[config.mk]
export PLATFORM = sky130hd
export DESIGN_NAME = ocp_arbiter2
export DESIGN_NICKNAME = d
export VERILOG_FILES = /design/src/rtl/ocp_arbiter2.sv
export SDC_FILE = /design/constraint.sdc
export NUM_CORES = 1
export LEC_CHECK = 0
export CAP_MARGIN = 20
export CORE_AREA = 2 2 125 127
export DETAILED_ROUTE_END_ITERATION = 10
export DIE_AREA = 0 0 127 129
export GPL_ROUTABILITY_DRIVEN = 0
export PLACE_DENSITY = 0.65
export SLEW_MARGIN = 15
export SYNTH_ARGS = -nofsm -noshare
export SYNTH_HDL_FRONTEND = slang
export SYNTH_SLANG_ARGS = --single-unit
[constraint.sdc]
create_clock -name clk -period 2.8 [get_ports clk]
set_input_delay 0.42 -clock clk [delete_from_list [all_inputs] [get_ports clk]]
set_output_delay 0.42 -clock clk [all_outputs]
set_load 0.01 [all_outputs]
[src/rtl/ocp_arbiter2.sv]
// ocp_arbiter2: shares one OCP slave between two masters with round-robin
// arbitration. The grant is held for the whole transaction. Writes release
// it on command accept. Reads release it when the response phase ends. A
// watchdog turns a missing read response into an ERR response, so a dead
// slave cannot hang either master.
//
// Ports
//   clk, nrst                      clock, asynchronous active-low reset
//   i_M{0,1}Addr/Cmd/Data/ByteEn   master request inputs
//   o_M{0,1}CmdAccept/Data/Resp    accept and response back to each master
//   o_SAddr/SCmd/SData/SByteEn     request to the shared slave
//   i_SCmdAccept/SData/SResp       slave accept and response
//
// FSM states
//   state   | meaning
//   --------+-----------------------------------------------------------
//   ST_IDLE | no owner, arbitrating between pending requests
//   ST_CMD  | granted master's command presented to the slave
//   ST_RESP | read accepted, waiting for the slave response (watchdog on)
module ocp_arbiter2 #(
    parameter int TIMEOUT    = 256,
    parameter int ADDR_WIDTH = 32,
    parameter int DATA_WIDTH = 32,
    parameter int BEN_WIDTH  = 4
) (
    input  logic                  clk,
    input  logic                  nrst,
    input  logic [ADDR_WIDTH-1:0] i_M0Addr,
    input  logic [2:0]            i_M0Cmd,
    input  logic [DATA_WIDTH-1:0] i_M0Data,
    input  logic [BEN_WIDTH-1:0]  i_M0ByteEn,
    output logic                  o_M0CmdAccept,
    output logic [DATA_WIDTH-1:0] o_M0Data,
    output logic [1:0]            o_M0Resp,
    input  logic [ADDR_WIDTH-1:0] i_M1Addr,
    input  logic [2:0]            i_M1Cmd,
    input  logic [DATA_WIDTH-1:0] i_M1Data,
    input  logic [BEN_WIDTH-1:0]  i_M1ByteEn,
    output logic                  o_M1CmdAccept,
    output logic [DATA_WIDTH-1:0] o_M1Data,
    output logic [1:0]            o_M1Resp,
    output logic [ADDR_WIDTH-1:0] o_SAddr,
    output logic [2:0]            o_SCmd,
    output logic [DATA_WIDTH-1:0] o_SData,
    output logic [BEN_WIDTH-1:0]  o_SByteEn,
    input  logic                  i_SCmdAccept,
    input  logic [DATA_WIDTH-1:0] i_SData,
    input  logic [1:0]            i_SResp
);

    localparam logic [2:0] OCP_CMD_IDLE  = 3'b000;
    localparam logic [2:0] OCP_CMD_WRITE = 3'b001;
    localparam logic [2:0] OCP_CMD_READ  = 3'b010;
    localparam logic [1:0] OCP_RESP_NULL = 2'b00;
    localparam logic [1:0] OCP_RESP_DVA  = 2'b01;
    localparam logic [1:0] OCP_RESP_ERR  = 2'b11;

    localparam int              WD_W    = $clog2(TIMEOUT) + 1;
    localparam logic [WD_W-1:0] WD_LAST = WD_W'(TIMEOUT - 1);

    typedef enum logic [1:0] {
        ST_IDLE = 2'd0,
        ST_CMD  = 2'd1,
        ST_RESP = 2'd2
    } state_t;

    state_t          state;
    logic            grant;
    logic            last;
    logic            is_rd;
    logic [WD_W-1:0] wd;

    logic                  req0;
    logic                  req1;
    logic                  nxt_grant;
    logic [2:0]            nxt_cmd;
    logic [2:0]            g_cmd;
    logic [ADDR_WIDTH-1:0] g_addr;
    logic [DATA_WIDTH-1:0] g_data;
    logic [BEN_WIDTH-1:0]  g_ben;
    logic                  wd_expired;
    logic                  acc;
    logic [1:0]            resp;
    logic [DATA_WIDTH-1:0] rdata;

    assign req0 = (i_M0Cmd != OCP_CMD_IDLE);
    assign req1 = (i_M1Cmd != OCP_CMD_IDLE);

    // On a tie the master not served last wins; otherwise the lone requester.
    assign nxt_grant = (req0 && req1) ? ~last : req1;
    assign nxt_cmd   = nxt_grant ? i_M1Cmd : i_M0Cmd;

    assign g_cmd  = grant ? i_M1Cmd    : i_M0Cmd;
    assign g_addr = grant ? i_M1Addr   : i_M0Addr;
    assign g_data = grant ? i_M1Data   : i_M0Data;
    assign g_ben  = grant ? i_M1ByteEn : i_M0ByteEn;

    assign wd_expired = (state == ST_RESP) && (wd == WD_LAST);

    always_ff @(posedge clk or negedge nrst) begin
        if (!nrst) begin
            state <= ST_IDLE;
            grant <= 1'b0;
            last  <= 1'b1;
            is_rd <= 1'b0;
            wd    <= '0;
        end else begin
            case (state)
                ST_IDLE: begin
                    if (req0 || req1) begin
                        grant <= nxt_grant;
                        is_rd <= (nxt_cmd == OCP_CMD_READ);
                        state <= ST_CMD;
                    end
                end
                ST_CMD: begin
                    // A master withdrawing its command before accept is a
                    // protocol violation: drop it without touching fairness.
                    if (g_cmd == OCP_CMD_IDLE) begin
                        state <= ST_IDLE;
                    end else if (i_SCmdAccept) begin
                        last <= grant;
                        if (is_rd) begin
                            wd    <= '0;
                            state <= ST_RESP;
                        end else begin
                            state <= ST_IDLE;
                        end
                    end
                end
                ST_RESP: begin
                    if ((i_SResp != OCP_RESP_NULL) || wd_expired) begin
                        state <= ST_IDLE;
                    end else begin
                        wd <= wd + WD_W'(1);
                    end
                end
                default: state <= ST_IDLE;
            endcase
        end
    end

    // Slave side: only the CMD state drives a command.
    always_comb begin
        o_SCmd    = OCP_CMD_IDLE;
        o_SAddr   = '0;
        o_SData   = '0;
        o_SByteEn = '0;
        if (state == ST_CMD) begin
            o_SCmd    = g_cmd;
            o_SAddr   = g_addr;
            o_SData   = g_data;
            o_SByteEn = g_ben;
        end
    end

    // Response path: forward the slave unchanged unless the watchdog fires
    // in a cycle where the slave is still silent.
    always_comb begin
        acc   = (state == ST_CMD) && i_SCmdAccept;
        resp  = OCP_RESP_NULL;
        rdata = '0;
        if (state == ST_RESP) begin
            if (wd_expired && (i_SResp == OCP_RESP_NULL)) begin
                resp  = OCP_RESP_ERR;
                rdata = '0;
            end else begin
                resp  = i_SResp;
                rdata = i_SData;
            end
        end
    end

    always_comb begin
        o_M0CmdAccept = 1'b0;
        o_M0Resp      = OCP_RESP_NULL;
        o_M0Data      = '0;
        o_M1CmdAccept = 1'b0;
        o_M1Resp      = OCP_RESP_NULL;
        o_M1Data      = '0;
        if (grant) begin
            o_M1CmdAccept = acc;
            o_M1Resp      = resp;
            o_M1Data      = rdata;
        end else begin
            o_M0CmdAccept = acc;
            o_M0Resp      = resp;
            o_M0Data      = rdata;
        end
    end

    // Only referenced to document the encoding set; keeps the constant used.
    logic unused_dva;
    assign unused_dva = (OCP_RESP_DVA == 2'b01) && (OCP_CMD_WRITE == 3'b001);

endmodule

==> impl_metrics.json, run 1 <==
{
  "cts_tree": "done",
  "end_kind": "output port",
  "grt_usage_pct": 14.2,
  "arrival_ns": 2.25,
  "route.detailed.drc": 0,
  "worstPathMaxFanout": 16,
  "slew_headroom_pct": 55.7,
  "tightest_slew_ns": 0.663,
  "gr-max-usage-layer": "met2",
  "numPortBuffers": 319,
  "setup_viol": 0,
  "place_worst_setup_slack_ns": -0.0366,
  "synth_fp_nets": 511,
  "diodes": 0,
  "synth_common_cells": "nor2_1, mux2i_1, and2_1",
  "hold_viol_final": 0,
  "clock-sinks": 14,
  "hpwlAfterDp_mm": 11.1,
  "synth_cells": 330,
  "switching_share_pct": 42.2,
  "routedWlPerCell_um": 15.5,
  "power.density_nw_per_um2": 649,
  "grt_pass1_vias": 3438,
  "irDropWorstVdd_mv": 0.477,
  "grt_overflow": 0,
  "power.net_switching_uw": 1590,
  "antenna_found_initial": 0,
  "clockBufferDepth": 2,
  "fin_skew_ns": 0.00205,
  "dr.pass1.iters": 4,
  "ys_seq_area_share_pct": 15.2,
  "drv_slew": 0,
  "nets": 828,
  "ys_warn_count": 0,
  "use_met2_pct": 28.0,
  "async_flop_share_pct": 100,
  "grt_util_met3_pct": 3.24,
  "coreArea_um2": 15000,
  "fin_crit_sh_pct": 95.4,
  "power_leakage_uw": 0.00270,
  "syn-mean-instance-area_um2": 6.99,
  "period_minus_slack_ns": 2.67,
  "viasPerCell": 4.22,
  "synth_top_cell_by_area": "mux2i_1",
  "area_delta_synth_final_pct": 151,
  "r2r_cells": 9,
  "seq_power_share_pct": 9.5,
  "ant_nets": 0,
  "clock-root-buffer": "clkbuf_16",
  "hp-class": "flip-flop to flip-flop",
  "ys_seq_elements": 14,
  "holdPathStages": 2,
  "pwr-share-clk_pct": 7.4,
  "rows": 45,
  "synth_most_common_cell": "nor2_1",
  "fmax_mhz": 374,
  "clk_pin_slew_ns": 0.05,
  "drtIter0Drc": 88,
  "initial_core_util_pct": 15.4,
  "synth_edf_count": 0,
  "fill_cells": 1571,
  "critical_path_class": "flip-flop to output port",
  "synth_flop_cell": "dfrtp_1",
  "dieArea_um2": 16400,
  "comb_power_share_pct": 83.1,
  "grt_max_degree": 78,
  "cts_hold_buf": 0,
  "holdWs_ns": 0.493,
  "die_h_um": 129,
  "cts_buffers": 3,
  "status": "completed",
  "synth.top_cell.area_share_pct": 30.8,
  "clock_latency_ns": 0.24,
  "worstPathRequired_ns": 2.38,
  "htree_num_levels": 1,
  "yosys-top-cells-area": "mux2i_1, and2_1, dfrtp_1",
  "setup_ws_ns": 0.130,
  "num_io_pins": 320,
  "syn_area_um2": 2310,
  "fin_util_pct": 38.7,
  "die_x_um": 127,
  "synth_cell_types": 34,
  "grt_pass1_wl_mm": 18.6,
  "cp-start-kind": "flip-flop",
  "drv_cap": 0,
  "grt_use_met1_pct": 16.0,
  "p_int_uw": 2170,
  "post_route_cells_drive_above_1_share_pct": 9.44,
  "wirelength_mm": 12.9,
  "vias": 3522
}
## power by group through the flow
stage / registers (µW) / clock network, µW / logic, µW
3_5_place_dp: 356 / 0 / 3180
2_1_floorplan: 326 / 0 / 1450
4_1_cts: 358 / 283 / 3180
5_1_grt: 373 / 292 / 3340
6_report: 358 / 277 / 3130
3_3_place_gp: 348 / 0 / 3140
## worst paths after layout
| check | from | endpoint | slack, ns |
|---|---|---|---|
| hold reg to reg | is_rd | is_rd | 0.49 |
| setup / recovery | wd[0] | o_M1Data[2] | 0.13 |
| hold / removal | is_rd | is_rd | 0.49 |
| setup reg to reg | wd[0] | wd[7] | 0.28 |
| min in group asynchronous | nrst | wd[4] | 0.59 |
| max in group asynchronous | nrst | grant | 1.73 |
## metrics by stage
step                cell area [µm²]  power (µW)  instances  setup TNS, ns
floorplan                      2310        1780        330              0
global placement               5810        3480        826              0
detailed placement             5810        3540        826         -0.103
CTS                            5890        3820        833              0
global route                   5800        4010        834        -0.0724
finish                         5800        3760        834              0
## state kept, by name (all words and copies together), names as in the netlist
signal  flops
is_rd       1
state       2
wd          9
grant       1
last        1
## logic make-up after synthesis
group	after synthesis	synth area share [%]
compound gates	26	6.83
fa+ha+maj	2	1.08
buf+inv	30	5.10
flops	14	15.2
mux	71	30.8
simple gates	187	40.9
## what timing repair did
item                       CTS  global route
buffers inserted             2             0
gates resized for setup     88            54
pin swaps                    1             2
gates cloned                 1             1
setup endpoints to repair   64            68
## layout by cell type, fill, tap and decap left out, types with 2 or more instances in the layout
cell type / n
buf_6: 2
buf_2: 2
inv_1: 6
mux2i_1: 71
a21oi_1: 5
o21ai_0: 8
and2_1: 64
clkbuf_2: 30
dlymetal6s2s_1: 2
and3_1: 3
buf_4: 8
dfrtp_1: 12
buf_12: 5
nor2_1: 79
dlygate4sd2_1: 32
clkdlybuf4s50_1: 253
a31oi_1: 6
o211ai_1: 2
nor3_1: 3
or3_1: 3
nand2_1: 12
or4_1: 3
clkbuf_16: 4
nand3_1: 8
## final cells by class
| class | count | area, µm² | area share, % |
|---|---|---|---|
| tap | 188 | 235 | 4.06 |
| clock buffer | 4 | 78.8 | 1.36 |
| timing repair buffer | 336 | 3230 | 55.8 |
| sequential | 14 | 355 | 6.13 |
| multi-input combinational | 286 | 1870 | 32.3 |
| inverter | 6 | 22.5 | 0.389 |
## critical path, stage by stage, from the launching register on
cell and delay [ns]:
dfrtp_1 0.39, ha_2 0.19, nand3_2 0.07, nor2_1 0.06, and3_1 0.17, ha_1 0.19, and3_4 0.20, nor2_4 0.16
clkbuf_16 0.18, and2_1 0.12, dlygate4sd2_1 0.28
## layer usage
metal	wire length [µm]	share of wire, %
met1	4800	37
met2	7120	55
met3	873	6.8
met4	130	1.0
met5	0	0
(Power assumes the default switching activity.)
==> run 2: changes to the inputs <==
Settings changed: SKIP_CTS_REPAIR_TIMING from default to 1.
==> run 2 against run 1 <==
  * The flow now finishes with violations (setup timing)
  * Sequential share of layout area shrank 0.48 points
  * Critical path type unchanged
  * Critical path depth increased by 3
  * Via count increased by 2.9%
  * Register-to-register slack improved by 0.04 ns
  * Core utilization is 3.3 points higher
  * Wire length grew 5.1%
  * Worst setup slack got worse by 0.17 ns
==> impl_metrics.json, run 2 (synthesis results as in run 1) <==
{
  "status": "finished with violations",
  "violations": "setup timing",
  "fin_skew_ns": 0.00180,
  "drv_slew": 0,
  "tightest_slew_ns": 0.663,
  "clock-root-buffer": "clkbuf_16",
  "r2r-start": "wd[0]",
  "design_area_um2": 6290,
  "grt_pass1_vias": 3420,
  "cpMostUsedCell": "buf_6",
  "die_x_um": 127,
  "setup_ws_ns": -0.0377,
  "cp-start-kind": "flip-flop",
  "crit_buf_inv": 5,
  "end_kind": "output port",
  "initial_core_util_pct": 15.4,
  "die_h_um": 129,
  "dieArea_um2": 16400,
  "viasPerCell": 4.28,
  "final_common_cell": "clkdlybuf4s50_1",
  "hpwlAfterDp_mm": 11.1,
  "clk_pin_slew_ns": 0.05,
  "clock_latency_ns": 0.24,
  "period_minus_slack_ns": 2.84,
  "fmax_mhz": 352,
  "fin_crit_sh_pct": 101,
  "seq_power_share_pct": 9.4,
  "fin_cells": 846,
  "htree_num_levels": 1,
  "largest_register_ffs": 9,
  "post_route_cells_drive_above_1_share_pct": 10.5,
  "drv_cap": 0,
  "area_delta_synth_final_pct": 173,
  "worstPathRequired_ns": 2.38,
  "setup_viol": 5,
  "dr.pass1.iters": 4,
  "fill_cells": 1490,
  "holdWs_ns": 0.490,
  "cts_buffers": 3,
  "power_leakage_uw": 0.00353,
  "clock-sinks": 14,
  "final_cell_mix": "clkdlybuf4s50_1, nor2_1, mux2i_1",
  "rrSetupSlack_ns": 0.32,
  "cp_top_family": "simple AND/OR/NAND/NOR gates",
  "worst_hold_startpoint": "is_rd",
  "arrival_ns": 2.42,
  "top_regs": "wd: 9 flops, state: 2 flops",
  "drtIter0Drc": 83,
  "grt_pass1_wl_mm": 18.4,
  "slowest_stage": "dfrtp_1",
  "worstPathMaxFanout": 4,
  "irDropWorstVdd_mv": 0.478,
  "ant_nets": 0,
  "vias": 3624,
  "power.net_switching_uw": 1600,
  "hp-class": "flip-flop to flip-flop",
  "cpPeakStageDelay_ns": 0.39,
  "crit_path_start": "wd[0]",
  "grt_setup_unrepaired": "true",
  "fin_util_pct": 42.0,
  "cts_tree": "done",
  "cp_cell_sequence": "ha_2 -> nand3_2 -> nor2_2 -> and3_1 -> ha_2 -> and3_4 -> nor3_4 -> buf_4 -> clkbuf_16 -> buf_6 -> buf_6 -> and2_4 -> buf_6",
  "rows": 45,
  "nets": 840,
  "p_int_uw": 2210,
  "routedWlPerCell_um": 16.1,
  "slew_headroom_pct": 55.7,
  "numPortBuffers": 319,
  "clockBufferDepth": 2,
  "wirelength_mm": 13.6,
  "dp.cells": 826,
  "pwr-share-clk_pct": 7.3,
  "route.detailed.drc": 0,
  "switching_share_pct": 42.0,
  "antenna_found_initial": 0,
  "num_io_pins": 320,
  "post_dp_cell_area_um2": 5810,
  "hold_viol_final": 0,
  "grt_usage_pct": 14.0,
  "critical_path_class": "flip-flop to output port",
  "coreArea_um2": 15000,
  "power.density_nw_per_um2": 606,
  "max_flop_register": "wd",
  "diodes": 0,
  "grt_overflow": 0,
  "grt_max_degree": 78,
  "comb_power_share_pct": 83.3
}
## run 2: cell count changes in the layout (fill, tap and decap cells not counted), sizes merged
cell           change
clkbuf            -27
dlymetal6s2s      +48
clkdlybuf4s50      +2
dlygate4sd2       -32
buf               +21
## run 2: path summary, 6_finish.rpt
path,endpoint,cells past startpoint
hold reg to reg,is_rd,2
setup / recovery,o_M0Data[30],13
hold / removal,is_rd,2
setup reg to reg,wd[7],9
max in group asynchronous,grant,1
min in group asynchronous,wd[4],1
## run 2: layout make-up
class                           instances  area [µm²]  share of cell area (%)
Timing Repair Buffer                  348        3690                    58.7
Multi-Input combinational cell        286        1910                    30.3
Sequential cell                        14         355                    5.65
Tap cell                              188         235                    3.74
Clock buffer                            4        78.8                    1.25
Inverter                                6        22.5                   0.358
## run 2: routing by layer
metal / vias up / wire length [µm] / global-route usage, %
li1: 1774 / - / -
met1: 1685 / 4970 / 15.6
met2: 155 / 7590 / 27.6
met3: 10 / 890 / 3.33
met4: 0 / 130 / 1.81
met5: - / 0 / 0
## run 2: stage by stage
stage	setup WS [ns]	setup TNS, ns	total power, µW
floorplan	0.301	0	1780
global placement	0.0261	0	3480
detailed placement	-0.0366	-0.103	3540
CTS	-0.317	-16.72	3830
global route	-0.148	-0.988	4050
finish	-0.0377	-0.127	3810
## run 2: power by group through the flow
stage	logic, µW	clock network, µW	registers [µW]
after floorplan	1450	0	326
after global placement	3140	0	348
after detailed placement	3180	0	356
after CTS	3190	283	355
after global routing	3390	292	370
final	3170	277	357
## run 2: tightest hold or removal path, stage by stage, from the launching register on
cell     delay, ns
dfrtp_1       0.35
nand2_1       0.05
o21ai_0       0.06
==> run 3: changes to the inputs <==
Settings changed: DONT_BUFFER_PORTS from default to 1, PLACE_DENSITY 0.65 to 0.38.
==> run 3 against run 2 <==
  * The run now ends clean
  * Flip-flop and latch count stayed put
  * Clock power hardly changed
  * Sequential share of layout area is 7.6 points higher
  * Die area stayed put
  * Via count is 35% lower
  * Clock skew is 0.0042 ns higher
  * Wire length is 27% lower
  * Hold slack worse by 0.47 ns
  * Register-to-register slack better by 0.04 ns
  * Sequential power is 27% higher
  * Highest routed layer unchanged
==> impl_metrics.json, run 3 (synthesis results as in run 1) <==
{
  "power.net_switching_uw": 1370,
  "hpwlAfterDp_mm": 8.28,
  "grt_util_met3_pct": 2.58,
  "status": "completed",
  "grt_setup_unrepaired": "false",
  "clockBufferDepth": 2,
  "hp-class": "input pin to asynchronous set/reset pin",
  "max_flop_register": "wd",
  "end_kind": "output port",
  "antenna_found_initial": 0,
  "arrival_ns": 2.23,
  "final_common_cell": "nor2_1",
  "cts_buffers": 3,
  "wirelength_mm": 9.93,
  "nets": 503,
  "switching_share_pct": 56.7,
  "htree_num_levels": 1,
  "fin_skew_ns": 0.00595,
  "grt_usage_pct": 9.86,
  "power_leakage_uw": 0.00122,
  "initial_core_util_pct": 15.4,
  "clk_pin_slew_ns": 0.04,
  "fmax_mhz": 378,
  "top_regs": "wd: 9 flops, state: 2 flops",
  "worstPathRequired_ns": 2.38,
  "clock-sinks": 14,
  "diodes": 0,
  "worstPathMaxFanout": 8,
  "die_x_um": 127,
  "ant_nets": 0,
  "post_dp_cell_area_um2": 2520,
  "seq_power_share_pct": 18.7,
  "cts_tree": "done",
  "slew_headroom_pct": 59.8,
  "clock_latency_ns": 0.25,
  "comb_power_share_pct": 69.9,
  "routedWlPerCell_um": 19.5,
  "irDropWorstVdd_mv": 0.344,
  "drtIter0Drc": 139,
  "num_io_pins": 320,
  "cp-start-kind": "flip-flop",
  "dr.pass1.iters": 4,
  "period_minus_slack_ns": 2.65,
  "drv_cap": 0,
  "area_delta_synth_final_pct": 16.3,
  "setup_viol": 0,
  "route.detailed.drc": 0,
  "grt_overflow": 0,
  "critical_path_class": "flip-flop to output port",
  "p_total_uw": 2420,
  "rows": 45,
  "grt_max_degree": 62,
  "hold_viol_final": 0,
  "grt_pass1_vias": 2089,
  "numPortBuffers": 0,
  "viasPerCell": 4.65,
  "pwr-share-clk_pct": 11.4,
  "drv_slew": 0,
  "design_area_um2": 2680,
  "gr-max-usage-layer": "met2",
  "coreArea_um2": 15000,
  "vias": 2367,
  "dieArea_um2": 16400,
  "fin_crit_sh_pct": 94.6,
  "tightest_slew_ns": 0.602,
  "largest_register_ffs": 9,
  "clock-root-buffer": "clkbuf_16",
  "grt_pass1_wl_mm": 12.5,
  "die_h_um": 129,
  "use_met2_pct": 17.4,
  "power.density_nw_per_um2": 903,
  "setup_tns_ns": 0,
  "final_cell_mix": "nor2_1, mux2i_1, and2_1",
  "grt_use_met1_pct": 12.7,
  "post_route_cells_drive_above_1_share_pct": 7.17,
  "p_int_uw": 1050
}
## run 3: cell types whose count changed in the layout (fill, tap and decap cells not counted), sizes merged
| cell | change |
|---|---|
| clkdlybuf4s50 | -255 |
| dlymetal6s2s | -50 |
| dlygate4sd3 | +1 |
| buf | -29 |
| clkbuf | -4 |
## run 3: per-stage QoR
stage               setup slack (ns)  hold WS, ns  cells  utilization, %
detailed placement             0.261        0.125    499            16.8
global route                  0.0166      0.00533    509            17.9
global placement               0.274        0.125    499            16.8
floorplan                      0.301        0.124    330               -
finish                         0.152       0.0208    509            17.9
CTS                           0.0184       -0.138    503            17.4
## run 3: critical path: stages, from the launching register on
cell,delay (ns)
dfrtp_1,0.39
ha_2,0.23
nand3_2,0.10
nor2_2,0.14
and3_1,0.17
ha_2,0.21
and3_4,0.21
nor3_4,0.04
buf_4,0.17
buf_6,0.13
and2_1,0.19
## run 3: power groups by stage
stage	registers [µW]	logic (µW)	clock network (µW)
2_1_floorplan	326	1450	0
3_3_place_gp	447	1690	0
3_5_place_dp	452	1730	0
4_1_cts	451	1730	283
5_1_grt	479	1840	298
6_report	453	1690	276
## run 3: cell type report
type	count	area, µm²
sequential	14	355
tap	188	235
multi-input combinational	286	1870
inverter	6	22.5
timing repair buffer	11	123
clock buffer	4	78.8
fill	1706	12300
## run 3: final timing paths
kind                              start          end  slack [ns]  depth (start not counted)
min in group clk           i_SCmdAccept         last        0.35                          2
max in group asynchronous          nrst        grant        1.72                          1
hold / removal                     nrst         last        0.02                          0
hold reg to reg                   is_rd        is_rd        0.50                          2
setup / recovery                  wd[0]  o_M0Data[7]        0.15                         10
setup reg to reg                  wd[0]        wd[7]        0.36                          8
## run 3: per-layer routing
layer | part of all wire [%] | vias up
met5 | 0 | -
met4 | 0.10 | 0
met3 | 7.9 | 2
met2 | 52 | 159
met1 | 40 | 1108
li1 | - | 1098
